==> src/rtl/tpu_control_coordinator.sv <==
// tpu_control_coordinator
//
// In-order dispatcher between the look-ahead buffer and the weight load,
// matrix multiply and activation controllers. One instruction is held at a
// time, decoded, and issued to its unit once that unit is free. SYNC waits
// for all units to go idle and pulses synchronize. NOP and illegal opcodes
// are consumed locally, and illegal opcodes set a sticky flag.
//
// Optional feature macro: TPU_CC_PERF_COUNTERS_EN (adds stall_cycles and
// dispatched_count saturating counters).
//
// Ports:
//   clk, rst                     clock, async active-low reset
//   enable                       global run enable (0 freezes all state)
//   instr_in / instr_en          instruction from buffer / valid
//   instr_busy                   back-pressure to buffer
//   weight_/matmul_/act_instr    instruction to each unit (held until next)
//   weight_/matmul_/act_en       one-cycle dispatch strobes
//   weight_/matmul_/act_busy     unit busy inputs
//   synchronize                  one-cycle pulse on SYNC completion
//   illegal_opcode               sticky illegal opcode flag

package tpu_pkg;
    typedef struct packed {
        logic [7:0]  opcode;
        logic [7:0]  flags;
        logic [15:0] addr;
    } instr_type;

    localparam instr_type INIT_INSTR = '0;
endpackage

module tpu_control_coordinator
    import tpu_pkg::*;
#(
    parameter logic [7:0]  SYNC_OPCODE        = 8'hFF,
    parameter logic [7:0]  NOP_OPCODE         = 8'h00,
    parameter int unsigned ISSUE_GUARD_CYCLES = 1
) (
    input  logic        clk,
    input  logic        rst,
    input  logic        enable,
    input  instr_type   instr_in,
    input  logic        instr_en,
    output logic        instr_busy,
    output instr_type   weight_instr,
    output logic        weight_en,
    input  logic        weight_busy,
    output instr_type   matmul_instr,
    output logic        matmul_en,
    input  logic        matmul_busy,
    output instr_type   act_instr,
    output logic        act_en,
    input  logic        act_busy,
    output logic        synchronize,
    output logic        illegal_opcode
`ifdef TPU_CC_PERF_COUNTERS_EN
    ,
    output logic [31:0] stall_cycles,
    output logic [31:0] dispatched_count
`endif
);

    typedef enum logic [2:0] {
        ClsNop, ClsSync, ClsWeight, ClsMatmul, ClsAct, ClsIllegal
    } instr_class_e;

    typedef enum logic {StIdle, StSyncWait} state_e;

    // Unit index order: 0 weight, 1 matmul, 2 activation.
    localparam logic [1:0] GuardLoad = 2'(ISSUE_GUARD_CYCLES);

    state_e          state_q, state_d;
    logic            hold_valid_q, hold_valid_d;
    instr_type       hold_q, hold_d;
    logic [2:0][1:0] guard_q, guard_d;
    logic [2:0]      en_q, en_d;
    instr_type       weight_instr_q, weight_instr_d;
    instr_type       matmul_instr_q, matmul_instr_d;
    instr_type       act_instr_q, act_instr_d;
    logic            sync_q, sync_d;
    logic            illegal_q, illegal_d;

    instr_class_e    cls;
    logic [2:0]      unit_busy;
    logic [2:0]      unit_free;
    logic [2:0]      unit_sel;
    logic [2:0]      dispatch_unit;
    logic            target_free;
    logic            dispatch_ok;
    logic            capture;
    logic            sync_take;
    logic            sync_done;

    assign unit_busy = {act_busy, matmul_busy, weight_busy};

    always_comb begin
        for (int i = 0; i < 3; i++) begin
            unit_free[i] = ~unit_busy[i] & (guard_q[i] == 2'd0);
        end
    end

    // Opcode decode; SYNC/NOP take priority over the bit-field classes.
    always_comb begin
        cls = ClsIllegal;
        if (hold_q.opcode == SYNC_OPCODE) begin
            cls = ClsSync;
        end else if (hold_q.opcode == NOP_OPCODE) begin
            cls = ClsNop;
        end else if (hold_q.opcode[7]) begin
            cls = ClsAct;
        end else if (hold_q.opcode[7:3] == 5'b00001) begin
            cls = ClsWeight;
        end else if (hold_q.opcode[7:5] == 3'b001) begin
            cls = ClsMatmul;
        end
    end

    always_comb begin
        unit_sel    = 3'b000;
        target_free = 1'b0;
        unique case (cls)
            ClsWeight: begin
                unit_sel    = 3'b001;
                target_free = unit_free[0];
            end
            ClsMatmul: begin
                unit_sel    = 3'b010;
                target_free = unit_free[1];
            end
            ClsAct: begin
                unit_sel    = 3'b100;
                target_free = unit_free[2];
            end
            ClsNop, ClsIllegal: target_free = 1'b1;
            default:            target_free = 1'b0;
        endcase
    end

    assign dispatch_ok   = hold_valid_q & (state_q == StIdle) & enable & target_free;
    assign dispatch_unit = dispatch_ok ? unit_sel : 3'b000;
    assign instr_busy    = ~enable | (hold_valid_q & ~dispatch_ok) | (state_q == StSyncWait);
    assign capture       = enable & instr_en & ~instr_busy;
    assign sync_take     = enable & hold_valid_q & (state_q == StIdle) & (cls == ClsSync);
    assign sync_done     = enable & (state_q == StSyncWait) & (&unit_free);

    always_comb begin
        state_d        = state_q;
        hold_valid_d   = hold_valid_q;
        hold_d         = hold_q;
        guard_d        = guard_q;
        weight_instr_d = weight_instr_q;
        matmul_instr_d = matmul_instr_q;
        act_instr_d    = act_instr_q;
        illegal_d      = illegal_q | (dispatch_ok & (cls == ClsIllegal));
        // Strobes are not frozen by enable so a pulse can never repeat.
        en_d           = dispatch_unit;
        sync_d         = sync_done;

        if (dispatch_ok || sync_take) begin
            hold_valid_d = 1'b0;
        end
        if (capture) begin
            hold_valid_d = 1'b1;
            hold_d       = instr_in;
        end

        if (enable) begin
            for (int i = 0; i < 3; i++) begin
                if (dispatch_unit[i]) begin
                    guard_d[i] = GuardLoad;
                end else if (guard_q[i] != 2'd0) begin
                    guard_d[i] = guard_q[i] - 2'd1;
                end
            end
        end

        if (dispatch_unit[0]) weight_instr_d = hold_q;
        if (dispatch_unit[1]) matmul_instr_d = hold_q;
        if (dispatch_unit[2]) act_instr_d    = hold_q;

        if (sync_take) begin
            state_d = StSyncWait;
        end else if (sync_done) begin
            state_d = StIdle;
        end
    end

    always_ff @(posedge clk or negedge rst) begin
        if (!rst) begin
            state_q        <= StIdle;
            hold_valid_q   <= 1'b0;
            hold_q         <= INIT_INSTR;
            guard_q        <= '0;
            en_q           <= 3'b000;
            weight_instr_q <= INIT_INSTR;
            matmul_instr_q <= INIT_INSTR;
            act_instr_q    <= INIT_INSTR;
            sync_q         <= 1'b0;
            illegal_q      <= 1'b0;
        end else begin
            state_q        <= state_d;
            hold_valid_q   <= hold_valid_d;
            hold_q         <= hold_d;
            guard_q        <= guard_d;
            en_q           <= en_d;
            weight_instr_q <= weight_instr_d;
            matmul_instr_q <= matmul_instr_d;
            act_instr_q    <= act_instr_d;
            sync_q         <= sync_d;
            illegal_q      <= illegal_d;
        end
    end

    // Pulses are masked by enable so dropping enable cuts them off at once.
    assign weight_en      = en_q[0] & enable;
    assign matmul_en      = en_q[1] & enable;
    assign act_en         = en_q[2] & enable;
    assign synchronize    = sync_q & enable;
    assign weight_instr   = weight_instr_q;
    assign matmul_instr   = matmul_instr_q;
    assign act_instr      = act_instr_q;
    assign illegal_opcode = illegal_q;

`ifdef TPU_CC_PERF_COUNTERS_EN
    logic [31:0] stall_q, stall_d;
    logic [31:0] disp_cnt_q, disp_cnt_d;

    always_comb begin
        stall_d    = stall_q;
        disp_cnt_d = disp_cnt_q;
        if (enable && ((hold_valid_q && !dispatch_ok) || (state_q == StSyncWait))
            && (stall_q != 32'hFFFF_FFFF)) begin
            stall_d = stall_q + 32'd1;
        end
        if ((|dispatch_unit) && (disp_cnt_q != 32'hFFFF_FFFF)) begin
            disp_cnt_d = disp_cnt_q + 32'd1;
        end
    end

    always_ff @(posedge clk or negedge rst) begin
        if (!rst) begin
            stall_q    <= '0;
            disp_cnt_q <= '0;
        end else begin
            stall_q    <= stall_d;
            disp_cnt_q <= disp_cnt_d;
        end
    end

    assign stall_cycles     = stall_q;
    assign dispatched_count = disp_cnt_q;
`endif

endmodule

==> config.mk <==
export PLATFORM = sky130hd
export DESIGN_NAME = tpu_control_coordinator
export DESIGN_NICKNAME = d
export VERILOG_FILES = /design/src/rtl/tpu_control_coordinator.sv
export SDC_FILE = /design/constraint.sdc
export NUM_CORES = 1
export LEC_CHECK = 0
export ABC_AREA = 1
export BUFFER_PORTS_ARGS = -buffer_cell sky130_fd_sc_hd__buf_2
export CAP_MARGIN = 20
export CORE_MARGIN = 1
export CORE_UTILIZATION = 53
export DETAILED_ROUTE_END_ITERATION = 8
export PLACE_DENSITY = 0.83
export SYNTH_ARGS = -nofsm -noshare
export SYNTH_HDL_FRONTEND = slang
export SYNTH_SLANG_ARGS = --single-unit
==> constraint.sdc <==
create_clock -name clk -period 2.2 [get_ports clk]
set_input_delay 0.22 -clock clk [delete_from_list [all_inputs] [get_ports clk]]
set_output_delay 0.22 -clock clk [all_outputs]
set_load 0.05 [all_outputs]
==> reports/qor.csv <==
metric,value,unit
mux contribution to synthesized area,0,%
Vias/cell,5.40,
post-route setup slack,-0.0754,ns
largest net degree at the start of global routing,62,
layout cell share with drive strength beyond 1,28.1,%
diode count,0,
most common cell in the netlist,nand2_1,
Crit path required time,1.98,ns
critical path arrival,2.06,ns
top post-synthesis cells by count,"nand2_1, dfrtp_1, inv_1",
RSZ-0062 raised after global routing,yes,
vias in the first global route,5045,
grt total ovfl,0,
initial DRC count,368,
top cell type by total area after synthesis,dfrtp_1,
area occupied by multi-input gates,1740,sq um
total wire length,15.1,mm
Tot GR Track Use,28.7,%
Synth Register Bits,141,
H-tree Lvls,4,
Slew HR,62.0,%
"Avg Cell Area, Syn",9.40,sq um
register area,3530,sq um
Die ar.,11100,sq um
PnR Total Power,9.15,mW
outcome,"complete, but fails checks",
Synth Warn #,0,
mapped cell area,5650,sq um
Slowest Stage Delay on Critical Path,0.39,ns
post-synthesis sequential area ratio,62.4,%
Min-Delay Path Class,in -> reg,
post-synth top area share,62.4,%
HPWL after detailed placement,9.38,mm
die width,105,um
Post-DRT Antenna Nets,0,
Fin. Hold Viols,0,
fillcell total,735,
Root Buffer,clkbuf_8,
FP Rows,37,
Cells after Synth,601,
Area contributors post-synth,"dfrtp_1, nand2_1, o21ai_0, inv_1, nand4_1",
first-pass GRT wire length,24.5,mm
"slowest stage cell, crit path",dfrtp_1,
r2r worst-path depth,13,
clk slew on worst S/H paths,0.06,ns
CTS Buffer Depth,2,
Yosys cell types,26,
Post-Syn Nets,643,
synthesized-area fraction occupied by adder cells,0.664,%
Nets,824,
largest family of logic cells by synthesized area,simple AND/OR/NAND/NOR gates,
failing checks,setup timing,
setup violators final,1,
Final min period,2.28,ns
maximum clock frequency,439,MHz
Simple-Gate Fraction of Synth Area,21.3,%
Ports,141,
TritonRoute pass-1 iters,5,
# port buffers,140,
Synth Area in XOR/XNOR,0,%
CTS Sinks,141,
critical path's most frequent cell,nand2_4,
core box area,10300,sq um
final cell count without fillers,931,
Worst setup EP type,primary output,
Setup crit start kind,flop,
leakage power,4.15,nW
DR vias,5026,
final hold slack,0.0941,ns
Inst Count DP,856,
drt wl/cell,16.2,um
Buf/Inv on CP,3,
critical path peak fanout,3,
residual DRC count,0,
initial antenna violation count,0,
max-slew violations,0,
Max-cap violations,0,
Crit path max-delay family,simple AND/OR/NAND/NOR gates,
"EDFF count, synth",0,
total CTS buffers,17,
CTS tree,built,
Die H,105,um
Synth Area in Compound Gates,7.95,%
Async SR Flop Fraction,100,%
Area Growth Syn to Fin,32.4,%
Initial Utilization,54.7,%
Clock Skew,0.00945,ns
WHS Path Cells,3,
Tcrit/Tclk final,103,%
pwr dens,1220,nW/um^2
worst slew pin tran,0.570,ns
"Top FF cell, synth",dfrtp_1,
RD Place Congestion,0.921,
WP depth,10,
worst-path cell chain,"inv_1, ha_1, inv_1, nor2_1, a21oi_2, nand3_4, nand2_4, nand2_4, nand2_4, buf_8",
VDD IR max,0.742,mV
CP Class,reg -> out,
clock latency on the worst-skew pair,0.53,ns
## worst paths after layout
check	from	endpoint	slack [ns]
hold / removal	instr_en	hold_q[29]	0.09
min in group asynchronous	rst	act_instr[9]	0.23
hold reg to reg	weight_instr[27]	weight_instr[27]	0.46
setup / recovery	guard_q[0]	instr_busy	-0.08
setup reg to reg	guard_q[4]	hold_q[16]	0.04
max in group asynchronous	rst	hold_q[23]	1.27
## area by class of cell
cell class                 instances  area share (%)
clock buffer                      19            5.77
multi-input combinational        362            23.3
timing repair buffer             195            16.7
tap                              136            2.27
sequential                       141            47.2
inverter                          65            3.26
clock inverter                    13            1.57
## placed cells by master (no fill, tap or decap), types with 4 or more instances in the layout
cell type      netlist  routed
buf_2               13     138
dlygate4sd3_1        0      35
nor2_1               8       5
nor2_2               2       4
inv_1               62      58
nand2_1            201     199
nand3_2              5       5
nand3_1              6       6
nand4_1             35      35
clkbuf_16            0      16
o21ai_1             26      26
o21ai_0             61      61
inv_2                3       7
buf_4                5      17
dfrtp_1            141     139
clkinvlp_4           0       5
## report_power, final
part,internal (mW),switching [mW],leakage (nW)
combinational,0.865,2.09,1.98
clock,1.53,1.12,0.257
sequential,3.15,0.393,1.91
total,5.54,3.60,4.15
## registers in the layout, indices dropped and copies added (netlist names), 3 cells and up
register / count
matmul_instr: 32
guard_q: 6
weight_instr: 32
hold_q: 32
en_q: 3
act_instr: 32
## per-layer routing
metal	vias up	part of all wire (%)	global-route usage [%]
met4	0	3.0	12.5
met5	-	0	0
li1	2283	-	-
met3	42	5.6	6.06
met2	223	51	48.7
met1	2478	40	35.7
## metrics by stage
step	setup TNS [ns]	setup slack, ns	utilization (%)	cell area [sq um]
2_1_floorplan	0	0.188	-	5650
3_3_place_gp	0	0.132	62.6	6460
3_5_place_dp	0	0.0265	62.6	6460
4_1_cts	-0.0842	-0.0842	72.3	7460
5_1_grt	-3.86	-0.153	72.5	7480
6_report	-0.0754	-0.0754	72.5	7480
## worst min-delay path, delay by kind of cell
kind,cells,cell delay [ns]
buffers and inverters,1,0.20
and+or+nand+nor,2,0.17
## logic make-up after synthesis
family          count (synthesis)
simple gates                  270
flops                         141
buf+inv                        98
compound gates                 89
fa+ha+maj                       3
## timing repair
action | in CTS | in global routing
hold endpoints to repair | 91 | 0
hold buffers | 35 | 0
setup endpoints to repair | 6 | 87
pin swaps | 5 | 2
resized for setup | 15 | 9
buffers inserted | 8 | 0
(Power assumes the default switching activity.)
